<file path="src/rtl/gpio_input_pkg.sv">
// Shared types and default constants for the GPIO input debounce block.
package gpio_input_pkg;

   typedef enum logic [1:0] {
      LOW,
      CHK_HI,
      HIGH,
      CHK_LO
   } deb_state_e;

   localparam int unsigned DEB_SYNC_STAGES = 2;
   localparam int unsigned DEB_CYCLES_10MS = 125000;

endpackage

</file>
<file path="src/rtl/gpio_debounce_chan.sv">
// One input channel: synchroniser, stable-count debounce FSM, edge pulses
// and a sticky change flag with write-1-to-clear.
module gpio_debounce_chan
   import gpio_input_pkg::*;
#(
   parameter int unsigned SYNC_STAGES     = DEB_SYNC_STAGES,
   parameter int unsigned DEBOUNCE_CYCLES = DEB_CYCLES_10MS,
   parameter int unsigned CNT_W           = $clog2(DEBOUNCE_CYCLES + 1)
) (
   input  logic clk,
   input  logic rst,
   input  logic raw_i,
   input  logic clr_i,
   output logic level_o,
   output logic rise_o,
   output logic fall_o,
   output logic changed_o
);

   localparam logic [CNT_W-1:0] CNT_LAST = CNT_W'(DEBOUNCE_CYCLES - 1);

   logic [SYNC_STAGES-1:0] sync_q;
   logic                   s;
   deb_state_e             state_q, state_d;
   logic [CNT_W-1:0]       cnt_q, cnt_d;
   logic                   level_q, level_d;
   logic                   rise_q, rise_d;
   logic                   fall_q, fall_d;
   logic                   changed_q, changed_d;

   assign s = sync_q[SYNC_STAGES-1];

   always_ff @(posedge clk or posedge rst) begin
      if (rst) begin
         sync_q    <= '0;
         state_q   <= LOW;
         cnt_q     <= '0;
         level_q   <= 1'b0;
         rise_q    <= 1'b0;
         fall_q    <= 1'b0;
         changed_q <= 1'b0;
      end else begin
         sync_q    <= {sync_q[SYNC_STAGES-2:0], raw_i};
         state_q   <= state_d;
         cnt_q     <= cnt_d;
         level_q   <= level_d;
         rise_q    <= rise_d;
         fall_q    <= fall_d;
         changed_q <= changed_d;
      end
   end

   always_comb begin
      state_d = state_q;
      cnt_d   = cnt_q;
      level_d = level_q;
      rise_d  = 1'b0;
      fall_d  = 1'b0;
      unique case (state_q)
         LOW: begin
            if (s) begin
               state_d = CHK_HI;
               cnt_d   = '0;
            end
         end
         CHK_HI: begin
            if (!s) begin
               state_d = LOW;
               cnt_d   = '0;
            end else if (cnt_q == CNT_LAST) begin
               state_d = HIGH;
               cnt_d   = '0;
               level_d = 1'b1;
               rise_d  = 1'b1;
            end else begin
               cnt_d = cnt_q + CNT_W'(1);
            end
         end
         HIGH: begin
            if (!s) begin
               state_d = CHK_LO;
               cnt_d   = '0;
            end
         end
         CHK_LO: begin
            if (s) begin
               state_d = HIGH;
               cnt_d   = '0;
            end else if (cnt_q == CNT_LAST) begin
               state_d = LOW;
               cnt_d   = '0;
               level_d = 1'b0;
               fall_d  = 1'b1;
            end else begin
               cnt_d = cnt_q + CNT_W'(1);
            end
         end
         default: begin
            state_d = LOW;
            cnt_d   = '0;
         end
      endcase
   end

   // Registered pulses feed the flag, so a set always beats a same-cycle clear.
   assign changed_d = (changed_q & ~clr_i) | rise_q | fall_q;

   assign level_o   = level_q;
   assign rise_o    = rise_q;
   assign fall_o    = fall_q;
   assign changed_o = changed_q;

endmodule

</file>
<file path="src/rtl/gpio_input_debounce.sv">
// Debounced GPIO input bank: one independent channel per bit plus a
// level interrupt from the enabled sticky change flags.
module gpio_input_debounce
   import gpio_input_pkg::*;
#(
   parameter int unsigned WIDTH           = 8,
   parameter int unsigned SYNC_STAGES     = DEB_SYNC_STAGES,
   parameter int unsigned DEBOUNCE_CYCLES = DEB_CYCLES_10MS
) (
   input  logic             clk,
   input  logic             rst,
   input  logic [WIDTH-1:0] i_raw,
   input  logic [WIDTH-1:0] i_irq_en,
   input  logic [WIDTH-1:0] i_clr_changed,
   output logic [WIDTH-1:0] o_level,
   output logic [WIDTH-1:0] o_rise,
   output logic [WIDTH-1:0] o_fall,
   output logic [WIDTH-1:0] o_changed,
   output logic             o_irq
);

   localparam int unsigned CNT_W = $clog2(DEBOUNCE_CYCLES + 1);

   for (genvar g = 0; g < WIDTH; g++) begin : g_chan
      gpio_debounce_chan #(
         .SYNC_STAGES     (SYNC_STAGES),
         .DEBOUNCE_CYCLES (DEBOUNCE_CYCLES),
         .CNT_W           (CNT_W)
      ) u_chan (
         .clk       (clk),
         .rst       (rst),
         .raw_i     (i_raw[g]),
         .clr_i     (i_clr_changed[g]),
         .level_o   (o_level[g]),
         .rise_o    (o_rise[g]),
         .fall_o    (o_fall[g]),
         .changed_o (o_changed[g])
      );
   end

   assign o_irq = |(o_changed & i_irq_en);

endmodule

</file>
<file path="config.mk">
export PLATFORM = sky130hd
export DESIGN_NAME = gpio_input_debounce
export DESIGN_NICKNAME = d
export VERILOG_FILES = /design/src/rtl/gpio_input_pkg.sv /design/src/rtl/gpio_debounce_chan.sv /design/src/rtl/gpio_input_debounce.sv
export SDC_FILE = /design/constraint.sdc
export NUM_CORES = 1
export LEC_CHECK = 0
export ABC_AREA = 1
export BUFFER_PORTS_ARGS = -buffer_cell sky130_fd_sc_hd__buf_2
export CAP_MARGIN = 0
export CORE_ASPECT_RATIO = 0.9
export CORE_MARGIN = 8
export CORE_UTILIZATION = 25
export DETAILED_ROUTE_END_ITERATION = 8
export GPL_TIMING_DRIVEN = 1
export PLACE_DENSITY = 0.4
export SYNTH_ARGS = -nofsm -noshare
export SYNTH_HDL_FRONTEND = slang
export SYNTH_SLANG_ARGS = --single-unit
</file>
<file path="constraint.sdc">
create_clock -name clk -period 7.7 [get_ports clk]
set_input_delay 0.77 -clock clk [delete_from_list [all_inputs] [get_ports clk]]
set_output_delay 0.77 -clock clk [all_outputs]
set_load 0.1 [all_outputs]
</file>
==> results of run 1 <==
## layer usage
layer | share of wire (%) | up-vias
li1 | - | 4632
met1 | 51 | 4130
met2 | 43 | 92
met3 | 4.3 | 16
met4 | 1.2 | 0
met5 | 0 | -
## registers in the layout, indices dropped and copies added, names as in the netlist, named ones only
signal                   flops
g_chan.u_chan.cnt_q        136
g_chan.u_chan.sync_q        16
g_chan.u_chan.changed_o      8
g_chan.u_chan.fall_o         8
g_chan.u_chan.level_o        8
g_chan.u_chan.rise_o         8
g_chan.u_chan.state_q        8
## area by class of cell
cell class / instances / area, µm²
Fill cell: 4717 / 31500
Sequential cell: 200 / 5000
Multi-Input combinational cell: 989 / 4920
Inverter: 205 / 779
Tap cell: 600 / 751
Clock buffer: 20 / 457
Timing Repair Buffer: 59 / 298
Clock inverter: 12 / 196
## layout by cell type, fill, tap and decap left out, types with 28 or more instances in the layout
cell type,netlist,routed
xor2_1,36,36
nor2_1,115,115
nand2_1,398,398
buf_2,7,58
o22ai_1,35,35
dfrtp_1,200,200
o21ai_0,78,78
inv_1,197,196
nand4_1,28,28
nand3_1,144,144
## worst max-delay path, cell delays in order
cell and delay, ps:
buf_2 90, nand2_1 210, nand2_1 80, a221oi_1 220, nand2_1 70, buf_2 300
## power groups by stage
| stage | logic [mW] | clock network (mW) | registers [mW] |
|---|---|---|---|
| after floorplan | 0.392 | 0 | 1.21 |
| after global placement | 0.503 | 0 | 1.23 |
| after detailed placement | 0.502 | 0 | 1.24 |
| after CTS | 0.503 | 1.07 | 1.22 |
| after global routing | 0.568 | 1.10 | 1.23 |
| final | 0.486 | 1.01 | 1.22 |
## stage by stage
step,worst slack [ps],util [%],instances
global route,5020,28.2,2085
detailed placement,5000,26.8,2053
CTS,5070,28.2,2085
global placement,5000,26.8,2053
finish,5180,28.2,2085
floorplan,1480,-,1442
## logic make-up (layout without fill, tap and decap cells)
kind of cell | Yosys count | after routing | share of synthesized area (%)
AO/OA/AOI/OAI | 158 | 158 | 8.04
XOR/XNOR | 42 | 42 | 3.33
adder cells (fa/ha/maj) | 8 | 8 | 0.906
buffers and inverters | 253 | 296 | 10.2
flip-flops | 200 | 200 | 45.3
multiplexers | 2 | 2 | 0.181
AND/OR/NAND/NOR | 779 | 779 | 32.1
## worst max path at each step
stage / from / endpoint / slack (ps) / cells after the start
floorplan: rst / asynchronous set/reset pin / 1480 / 1
global placement: rst / g_chan[0].u_chan.cnt_q[12] / 5000 / 3
detailed placement: rst / g_chan[0].u_chan.cnt_q[2] / 5000 / 3
CTS: g_chan[5].u_chan.changed_o / o_irq / 5070 / 5
global route: g_chan[5].u_chan.changed_o / o_irq / 5020 / 5
finish: i_irq_en[5] / o_irq / 5180 / 6
==> qor.csv, run 1 <==
metric;value;unit
GRT overflow;0;
all-layer global routing usage;10.3;%
HP Class;reg2reg;
YS warnings;0;
met3 global-route usage;2.61;%
Fin. Hold Viols;0;
GR Layer Usage met1;14.1;%
Synth Area per Inst;7.66;µm²
proportion of power drawn by the clock network;37.3;%
Pre-antenna DRT Iters;5;
post-synth top area cell;dfrtp_1;
clk buf depth;2;
Slew HR;35.2;%
Slew @ Worst Pin;971;ps
Overall Power;2.71;mW
Hold Path End;g_chan[5].u_chan.sync_q[1];
Psw;0.864;mW
critical path fanouts, max;1;
final worst path period share;32.7;%
register area share after synthesis;45.3;%
reg2reg end;g_chan[5].u_chan.cnt_q[15];
leakage;5.78;nW
Post-DP HPWL;17800;µm
Yosys cell types;41;
RSZ-0062 raised after global routing;false;
DIE AREA;51200;µm²
status;completed;
# port buffers;58;
Num Clock Sinks;200;
number of H-tree levels;4;
CP arrival;1750;ps
syn_nets;1476;
final WL;25400;µm
Comb pwr share;17.9;%
Critical Path Start Type;primary input;
Area Growth Syn to Fin;12.3;%
number of global-route vias before repair;8720;
min-delay src;g_chan[5].u_chan.sync_q[0];
Power Density;219;nW/µm²
flops & latches, synth;200;
count of max-cap constraint violations;0;
crit path kind;in2out;
Async S/R FF share, synth;100;%
r2r setup slk;5920;ps
synth top area cells;dfrtp_1, nand2_1, inv_1, nand3_1, nor2_1;
Syn Std Cell Area;11100;µm²
sequential share of power;44.8;%
fmax;0.397;GHz
global-route wire length before repair;43700;µm
Post-Layout Inst Area;12400;µm²
Final min period;2520;ps
setup violators final;0;
final antenna-violating net count;0;
CTS root buf;clkbuf_16;
Worst Hold Path Cells;0;
cts bufs inserted;17;
Pint;1.85;mW
clk slew on worst S/H paths;70;ps
area share of the largest cell type after synthesis;45.3;%
DRC viols;0;
Top FF cell, synth;dfrtp_1;
CTS tree;yes;
DR WL/cell;12.2;µm
Post-CTS Hold Fix Bufs;0;
R2R depth;8;
gpl congestion;0.767;
R2R Path Start;g_chan[5].u_chan.cnt_q[0];
Post-synth EDFFs;0;
row cnt;73;
GRT met2 Usage;15.8;%
Hold Slack;349;ps
Max Slew Vio Count;0;
maximum VDD drop;0.000158;V
count leader, synth;nand2_1;
Clock Skews;10.9;ps
largest net degree at the start of global routing;135;
vias post-DR;8870;
gr busiest metal;met2;
initial antenna violation count;0;
Placed Area;11800;µm²
# Post-CTS Setup Buffers;0;
cell count after synthesis;1442;
Post-CTS Resized;0;
CP endpoint kind;primary output;
vias per cell;4.25;
starting DRC count in detailed routing;562;
Switching Share;31.8;%
share of post-route cells with drive strength above 1;11.6;%
Core Region;43900;µm²
ANT cells;0;
CP required;6930;ps
Clock Latency Late Sink;460;ps
Post-synth top cells;nand2_1, dfrtp_1, inv_1;
Die X-Extent;238;µm
Ports;59;
initial core utilization;25.2;%
die height;215;µm
setup TNS;0;ps
Final Net Count;1506;
Power figures use the tool's default switching activity.
==> run 2, diff against run 1 <==
--- a/config.mk
+++ b/config.mk
@@ -5,7 +5,7 @@
 export SDC_FILE = /design/constraint.sdc
 export NUM_CORES = 1
 export LEC_CHECK = 0
-export ABC_AREA = 1
+export ABC_AREA = 0
 export BUFFER_PORTS_ARGS = -buffer_cell sky130_fd_sc_hd__buf_2
 export CAP_MARGIN = 0
 export CORE_ASPECT_RATIO = 0.9
@@ -13,7 +13,7 @@
 export CORE_UTILIZATION = 25
 export DETAILED_ROUTE_END_ITERATION = 8
 export GPL_TIMING_DRIVEN = 1
-export PLACE_DENSITY = 0.4
+export PLACE_DENSITY = 0.42
 export SYNTH_ARGS = -nofsm -noshare
 export SYNTH_HDL_FRONTEND = slang
 export SYNTH_SLANG_ARGS = --single-unit
==> constraint.sdc (replaced) <==
create_clock -name clk -period 2.13 [get_ports clk]
set_input_delay 0.213 -clock clk [delete_from_list [all_inputs] [get_ports clk]]
set_output_delay 0.213 -clock clk [all_outputs]
set_load 0.1 [all_outputs]
==> qor.csv, run 2 <==
metric;value;unit;change
status;finished, violations left;;
failing checks;setup timing;;
number of H-tree levels;4;;unchanged
die height;208;µm;-3.4%
Clock Latency Late Sink;450;ps;about the same
DR WL/cell;14.2;µm;+17%
CP endpoint kind;flip-flop;;
Power Density;792;nW/µm²;+260%
initial core utilization;25.3;%;+0.12 points
# port buffers;58;;unchanged
CTS root buf;clkbuf_16;;
HP Class;in2async;;
final worst slack;-82.5;ps;-5270 ps
Critical Path Max Stage Delay;560;ps;+260 ps
Psw;3.23;mW;+270%
critical-path cell list;or4bb_1, or4_4, o31ai_4, buf_12, o21ai_1, a21o_1;;
max reg flops;136;;unchanged
R2R depth;6;;-2
fmax;0.452;GHz;
Num Clock Sinks;200;;unchanged
gpl congestion;0.794;;+3.6%
Pre-antenna DRT Iters;4;;-1
clk slew on worst S/H paths;80;ps;about the same
proportion of power drawn by the clock network;32.9;%;-4.4 points
Synth Area per Inst;9.22;µm²;+20%
row cnt;70;;-4.1%
CTS tree;yes;;
Setup crit start;g_chan[3].u_chan.cnt_q[12];;
sequential share of power;44.1;%;-0.7 points
Post-synth top cells;dfrtp_1, nand2_1, o21ai_0;;
largest net degree at the start of global routing;63;;-53%
vias per cell;4.71;;+11%
Worst path slowest cell;or4_4;;
Comb pwr share;23.0;%;+5.1 points
Syn Std Cell Area;10200;µm²;-7.3%
cell count after synthesis;1111;;-23%
GRT overflow;0;;unchanged
all-layer global routing usage;10.9;%;+0.60 points
Critical Path Start Type;flip-flop;;
CP arrival;2550;ps;+800 ps
Post-DP HPWL;17800;µm;-0.29%
syn_nets;1145;;-22%
r2r setup slk;-80;ps;-6000 ps
post-synth top area cell;dfrtp_1;;
cts bufs inserted;17;;unchanged
DRC viols;0;;unchanged
critical path fanouts, max;17;;+16
Post-synth EDFFs;0;;unchanged
crit path kind;reg2reg;;
maximum VDD drop;0.000436;V;+170%
final antenna-violating net count;0;;unchanged
biggest regs;g_chan.u_chan.cnt_q: 136 flops, g_chan.u_chan.sync_q: 16 flops;;
most frequent cells in the layout;dfrtp_1, nand2_1, o21ai_0;;
Fin. Hold Viols;0;;unchanged
Slew @ Worst Pin;1090;ps;+118 ps
R2R Path Start;g_chan[3].u_chan.cnt_q[12];;
global-route wire length before repair;43500;µm;-0.52%
Slew HR;27.1;%;-8.1 points
ANT cells;0;;unchanged
leakage;5.30;nW;-8.4%
Area Growth Syn to Fin;20.3;%;
final worst path period share;104;%;
final WL;25300;µm;-0.33%
vias post-DR;8367;;-5.7%
Switching Share;33.0;%;+1.2 points
YS warnings;0;;unchanged
placed insts;1724;;-16%
pre-CTS setup slack;-72.2;ps;-5080 ps
Core Region;40600;µm²;-7.7%
Final Net Count;1257;;-17%
Top reg by flops;g_chan.u_chan.cnt_q;;
non-filler cells, final;1776;;-15%
flops & latches, synth;200;;unchanged
count of max-cap constraint violations;0;;unchanged
clk buf depth;2;;unchanged
Max Slew Vio Count;0;;unchanged
setup violators final;12;;+12
starting DRC count in detailed routing;412;;-27%
initial antenna violation count;0;;unchanged
fillers;4250;;-9.9%
count leader, synth;dfrtp_1;;
RSZ-0062 raised after global routing;true;;
Top FF cell, synth;dfrtp_1;;
reg2reg end;g_chan[3].u_chan.cnt_q[5];;
number of global-route vias before repair;8208;;-5.9%
Pint;6.54;mW;+250%
commonest non-fill, non-tap cell in the layout;dfrtp_1;;
setup TNS;-554;ps;-554 ps
register area share after synthesis;48.8;%;+3.5 points
CP required;2470;ps;-4460 ps
area share of the largest cell type after synthesis;48.8;%;+3.5 points
Ports;59;;unchanged
Clock Skews;10.8;ps;-0.0623 ps
DIE AREA;47700;µm²;-6.8%
synth top area cells;dfrtp_1, o21ai_0, nand2_1, nand3_1, a21oi_1;;
Async S/R FF share, synth;100;%;unchanged
share of post-route cells with drive strength above 1;17.7;%;+6.1 points
Overall Power;9.77;mW;+260%
Yosys cell types;60;;+46%
Die X-Extent;229;µm;-3.5%
Final min period;2210;ps;
[run 2: changes by cell type after synthesis, sizes merged, moves of 15 or more]
cell    before  now
nand2      424  112
nand3      152   74
a31oi        1   34
clkbuf       1   32
o22ai       35    0
a21o         0   20
a21oi       23   65
and4         0   15
nor4         1   23
nor2       146   64
or3          0   29
inv        204   54
o21ai       87  109
[run 2: what timing repair did]
action                     4_1_cts  5_1_grt
pin swaps                        0        3
hold buffers                    17        0
setup endpoints to repair       12       37
resized for setup                0       12
setup buffers                    0        3
hold endpoints to repair        49        0
[run 2: worst max-delay path by stage]
| stage | end | slack [ps] |
|---|---|---|
| final | g_chan[3].u_chan.cnt_q[5] | -80 |
| after global routing | g_chan[3].u_chan.cnt_q[5] | -170 |
| after CTS | g_chan[3].u_chan.cnt_q[5] | -70 |
| after detailed placement | g_chan[3].u_chan.cnt_q[5] | -70 |
| after global placement | g_chan[3].u_chan.cnt_q[6] | -40 |
| after floorplan | asynchronous set/reset pin | -670 |
[run 2: power groups by stage]
stage               combinational [mW]  clock (mW)  sequential (mW)
floorplan                         1.54           0             4.28
global placement                  2.19           0             4.37
detailed placement                2.21           0             4.38
CTS                               2.24        3.40             4.30
global route                      2.57        3.53             4.35
finish                            2.25        3.22             4.31
[run 2: layout make-up]
cell class	instances	area, µm²	area share, %
clock buffer	18	429	3.48
clock inverter	14	138	1.12
inverter	54	206	1.67
multi-input combinational	787	4710	38.2
sequential	200	5000	40.6
tap	540	676	5.48
timing repair buffer	163	1170	9.50
[run 2: kinds of logic (layout without fill, tap and decap cells)]
| group | Yosys count | in the layout | share of synthesized area (%) |
|---|---|---|---|
| multiplexers | 18 | 18 | 1.81 |
| buffers and inverters | 124 | 249 | 5.87 |
| flip-flops | 200 | 200 | 48.8 |
| AND/OR/NAND/NOR | 458 | 458 | 24.1 |
| AO/OA/AOI/OAI | 276 | 276 | 16.1 |
| XOR/XNOR | 27 | 27 | 2.31 |
| adder cells (fa/ha/maj) | 8 | 8 | 0.977 |
[run 2: metrics by stage]
step / area [µm²] / utilization (%) / hold slack (ps)
after floorplan: 10300 / - / 244
after global placement: 11500 / 28.5 / 170
after detailed placement: 11500 / 28.5 / 172
after CTS: 12300 / 30.3 / 239
after global routing: 12300 / 30.4 / 246
final: 12300 / 30.4 / 254
[run 2: worst max-delay path: cells and delay by family, from the launching register on]
kind                   cells  cell delay [ps]
AND/OR/NAND/NOR            2             1100
flip-flops                 1              380
buffers and inverters      1              180
AO/OA/AOI/OAI              3              440
[run 2: layer usage]
layer  routed length [µm]  part of all wire [%]  up-vias  GRT usage, %
met4                  226                  0.89        0          2.90
met2                11400                    45       71          16.5
met1                13100                    52     4040          15.5
li1                     -                     -     4247             -
met5                    0                     0        -             0
met3                  566                   2.2        9          2.14
==> run 3, diff against run 2 <==
--- a/config.mk
+++ b/config.mk
@@ -5,7 +5,7 @@
 export SDC_FILE = /design/constraint.sdc
 export NUM_CORES = 1
 export LEC_CHECK = 0
-export ABC_AREA = 0
+export ABC_AREA = 1
 export BUFFER_PORTS_ARGS = -buffer_cell sky130_fd_sc_hd__buf_2
 export CAP_MARGIN = 0
 export CORE_ASPECT_RATIO = 0.9
==> qor.csv, run 3 (synthesis results as in run 1) <==
metric;value;unit;change
crit-path most repeated cell;nand2_1;;
sequential share of power;45.4;%;+1.3 points
starting DRC count in detailed routing;533;;+29%
commonest non-fill, non-tap cell in the layout;nand2_1;;
clk slew on worst S/H paths;70;ps;about the same
final antenna-violating net count;0;;unchanged
CP arrival;1740;ps;-810 ps
most frequent cells in the layout;nand2_1, dfrtp_1, inv_1;;
Psw;3.13;mW;-2.9%
crit path kind;reg2out;;
# port buffers;58;;unchanged
cts bufs inserted;17;;unchanged
max reg flops;136;;unchanged
vias per cell;4.22;;-10%
share of post-route cells with drive strength above 1;11.8;%;-5.9 points
Die X-Extent;238;µm;+3.6%
area taken by multi-input logic gates;4920;µm²;+4.5%
Clock Skews;13.0;ps;+2.14 ps
Placed Area;11800;µm²;+2.4%
final worst path period share;91.8;%;-12 points
WP buf/inv;1;;unchanged
# Post-CTS Setup Buffers;0;;unchanged
vias post-DR;8902;;+6.4%
Pint;6.53;mW;-0.18%
initial antenna violation count;1;;+1
DIE AREA;51200;µm²;+7.3%
largest net degree at the start of global routing;72;;+14%
Worst path slowest cell;dfrtp_1;;
Crit. path cell count;5;;-1
Critical Path Start Type;flip-flop;;
setup violators final;0;;-12
Post-CTS Resized;0;;unchanged
all-layer global routing usage;10.3;%;-0.58 points
Slew @ Worst Pin;524;ps;-566 ps
Fin. Hold Viols;0;;unchanged
Pre-antenna DRT Iters;5;;+1
proportion of power drawn by the clock network;35.8;%;+2.9 points
number of global-route vias before repair;8905;;+8.5%
critical path fanouts, max;3;;-14
Post-Layout Inst Area;12600;µm²;+2.2%
Crit path max-delay family;flip-flops;;
row cnt;73;;+4.3%
gpl congestion;0.801;;+0.92%
status;completed;;
Core Region;43900;µm²;+8.3%
GRT overflow;0;;unchanged
critical-path cell list;nand2_1, nand2_1, a221oi_1, nand2_1, buf_2;;
die height;215;µm;+3.5%
Slew HR;65.0;%;+38 points
Post-DP HPWL;18100;µm;+2.1%
CTS root buf;clkbuf_16;;
maximum VDD drop;0.000336;V;-23%
Area Growth Syn to Fin;14.0;%;
Final min period;1960;ps;-257 ps
global-route wire length before repair;44100;µm;+1.4%
Top reg by flops;g_chan.u_chan.cnt_q;;
clk buf depth;2;;unchanged
number of H-tree levels;4;;unchanged
Power Density;767;nW/µm²;-3.2%
DR WL/cell;11.9;µm;-16%
CP endpoint kind;primary output;;
Max Slew Vio Count;0;;unchanged
final WL;25100;µm;-0.55%
Critical Path Max Stage Delay;400;ps;-160 ps
Ports;59;;unchanged
leakage;5.87;nW;+11%
Switching Share;32.4;%;-0.62 points
initial core utilization;25.2;%;-0.12 points
DRC viols;0;;unchanged
fillers;4731;;+11%
FF+latch area;5000;µm²;unchanged
CP required;1920;ps;-550 ps
Final Net Count;1529;;+22%
fmax;0.511;GHz;+13%
ANT cells;0;;unchanged
Num Clock Sinks;200;;unchanged
R2R depth;8;;+2
biggest regs;g_chan.u_chan.cnt_q: 136 flops, g_chan.u_chan.sync_q: 16 flops;;
Comb pwr share;18.7;%;-4.3 points
HP Class;in2async;;
Clock Latency Late Sink;450;ps;about the same
RSZ-0062 raised after global routing;false;;
final core area utilization;28.7;%;-1.7 points
setup TNS;0;ps;+554 ps
count of max-cap constraint violations;0;;unchanged
CTS tree;yes;;
==> run 3: changes by cell type in the layout (fill, tap and decap cells not counted), sizes merged, moves of 15 or more <==
cell,change
a21o,-20
a21oi,-42
a31oi,-33
and4,-15
buf,-81
inv,+145
nand2,+312
nand3,+78
nor2,+82
nor4,-22
o21ai,-22
o22ai,+35
or3,-29
==> run 3: per-stage QoR <==
| stage | power, mW | cells | setup WS [ps] | hold slack, ps |
|---|---|---|---|---|
| floorplan | 5.80 | 1442 | -671 | 244 |
| global placement | 6.27 | 2059 | 407 | 213 |
| detailed placement | 6.29 | 2059 | 363 | 209 |
| CTS | 9.89 | 2107 | 99.5 | 253 |
| global route | 10.3 | 2107 | 41.4 | 276 |
| finish | 9.66 | 2107 | 174 | 282 |
==> run 3: power by group through the flow <==
| stage | logic (mW) | registers [mW] | clock network (mW) |
|---|---|---|---|
| final | 1.81 | 4.39 | 3.46 |
| after global routing | 2.10 | 4.44 | 3.76 |
| after CTS | 1.87 | 4.39 | 3.63 |
| after detailed placement | 1.83 | 4.46 | 0 |
| after global placement | 1.82 | 4.45 | 0 |
| after floorplan | 1.42 | 4.39 | 0 |
==> run 3: final timing paths <==
path / startpoint / to / slack, ps
max reg2reg: g_chan[5].u_chan.cnt_q[0] / g_chan[5].u_chan.cnt_q[15] / 350
max in group asynchronous: rst / g_chan[2].u_chan.cnt_q[9] / 1120
min in group clk: g_chan[0].u_chan.sync_q[0] / g_chan[0].u_chan.sync_q[1] / 340
min: rst / g_chan[0].u_chan.cnt_q[6] / 280
max: g_chan[5].u_chan.changed_o / o_irq / 170
min reg2reg: g_chan[0].u_chan.sync_q[0] / g_chan[0].u_chan.sync_q[1] / 340
==> run 3: timing repair <==
item	in CTS	in global routing
setup endpoints to repair	0	0
hold buffers	17	0
endpoints found under the hold margin	24	0
==> run 3: final cells by class <==
| type | instances | share of cell area (%) |
|---|---|---|
| clock buffer | 21 | 3.73 |
| clock inverter | 10 | 1.13 |
| inverter | 205 | 6.16 |
| multi-input combinational | 989 | 39.0 |
| sequential | 200 | 39.7 |
| tap | 600 | 5.96 |
| timing repair buffer | 82 | 4.27 |
==> run 3: layer usage <==
layer	vias to the layer above	part of all wire (%)	GRT usage, %
met1	4110	52	13.9
met5	-	0.052	0
met4	2	0.87	2.59
met2	93	44	16.1
li1	4682	-	-
met3	15	3.7	2.71
==> run 3: worst reg2reg max path, cell delays in order (launching register included) <==
cell and delay (ps):
dfrtp_1 410, ha_1 220, nand2_2 100, nor3_2 140, nand3_2 150, nand2_2 250
inv_1 210, nand3_1 130, nand2_1 50
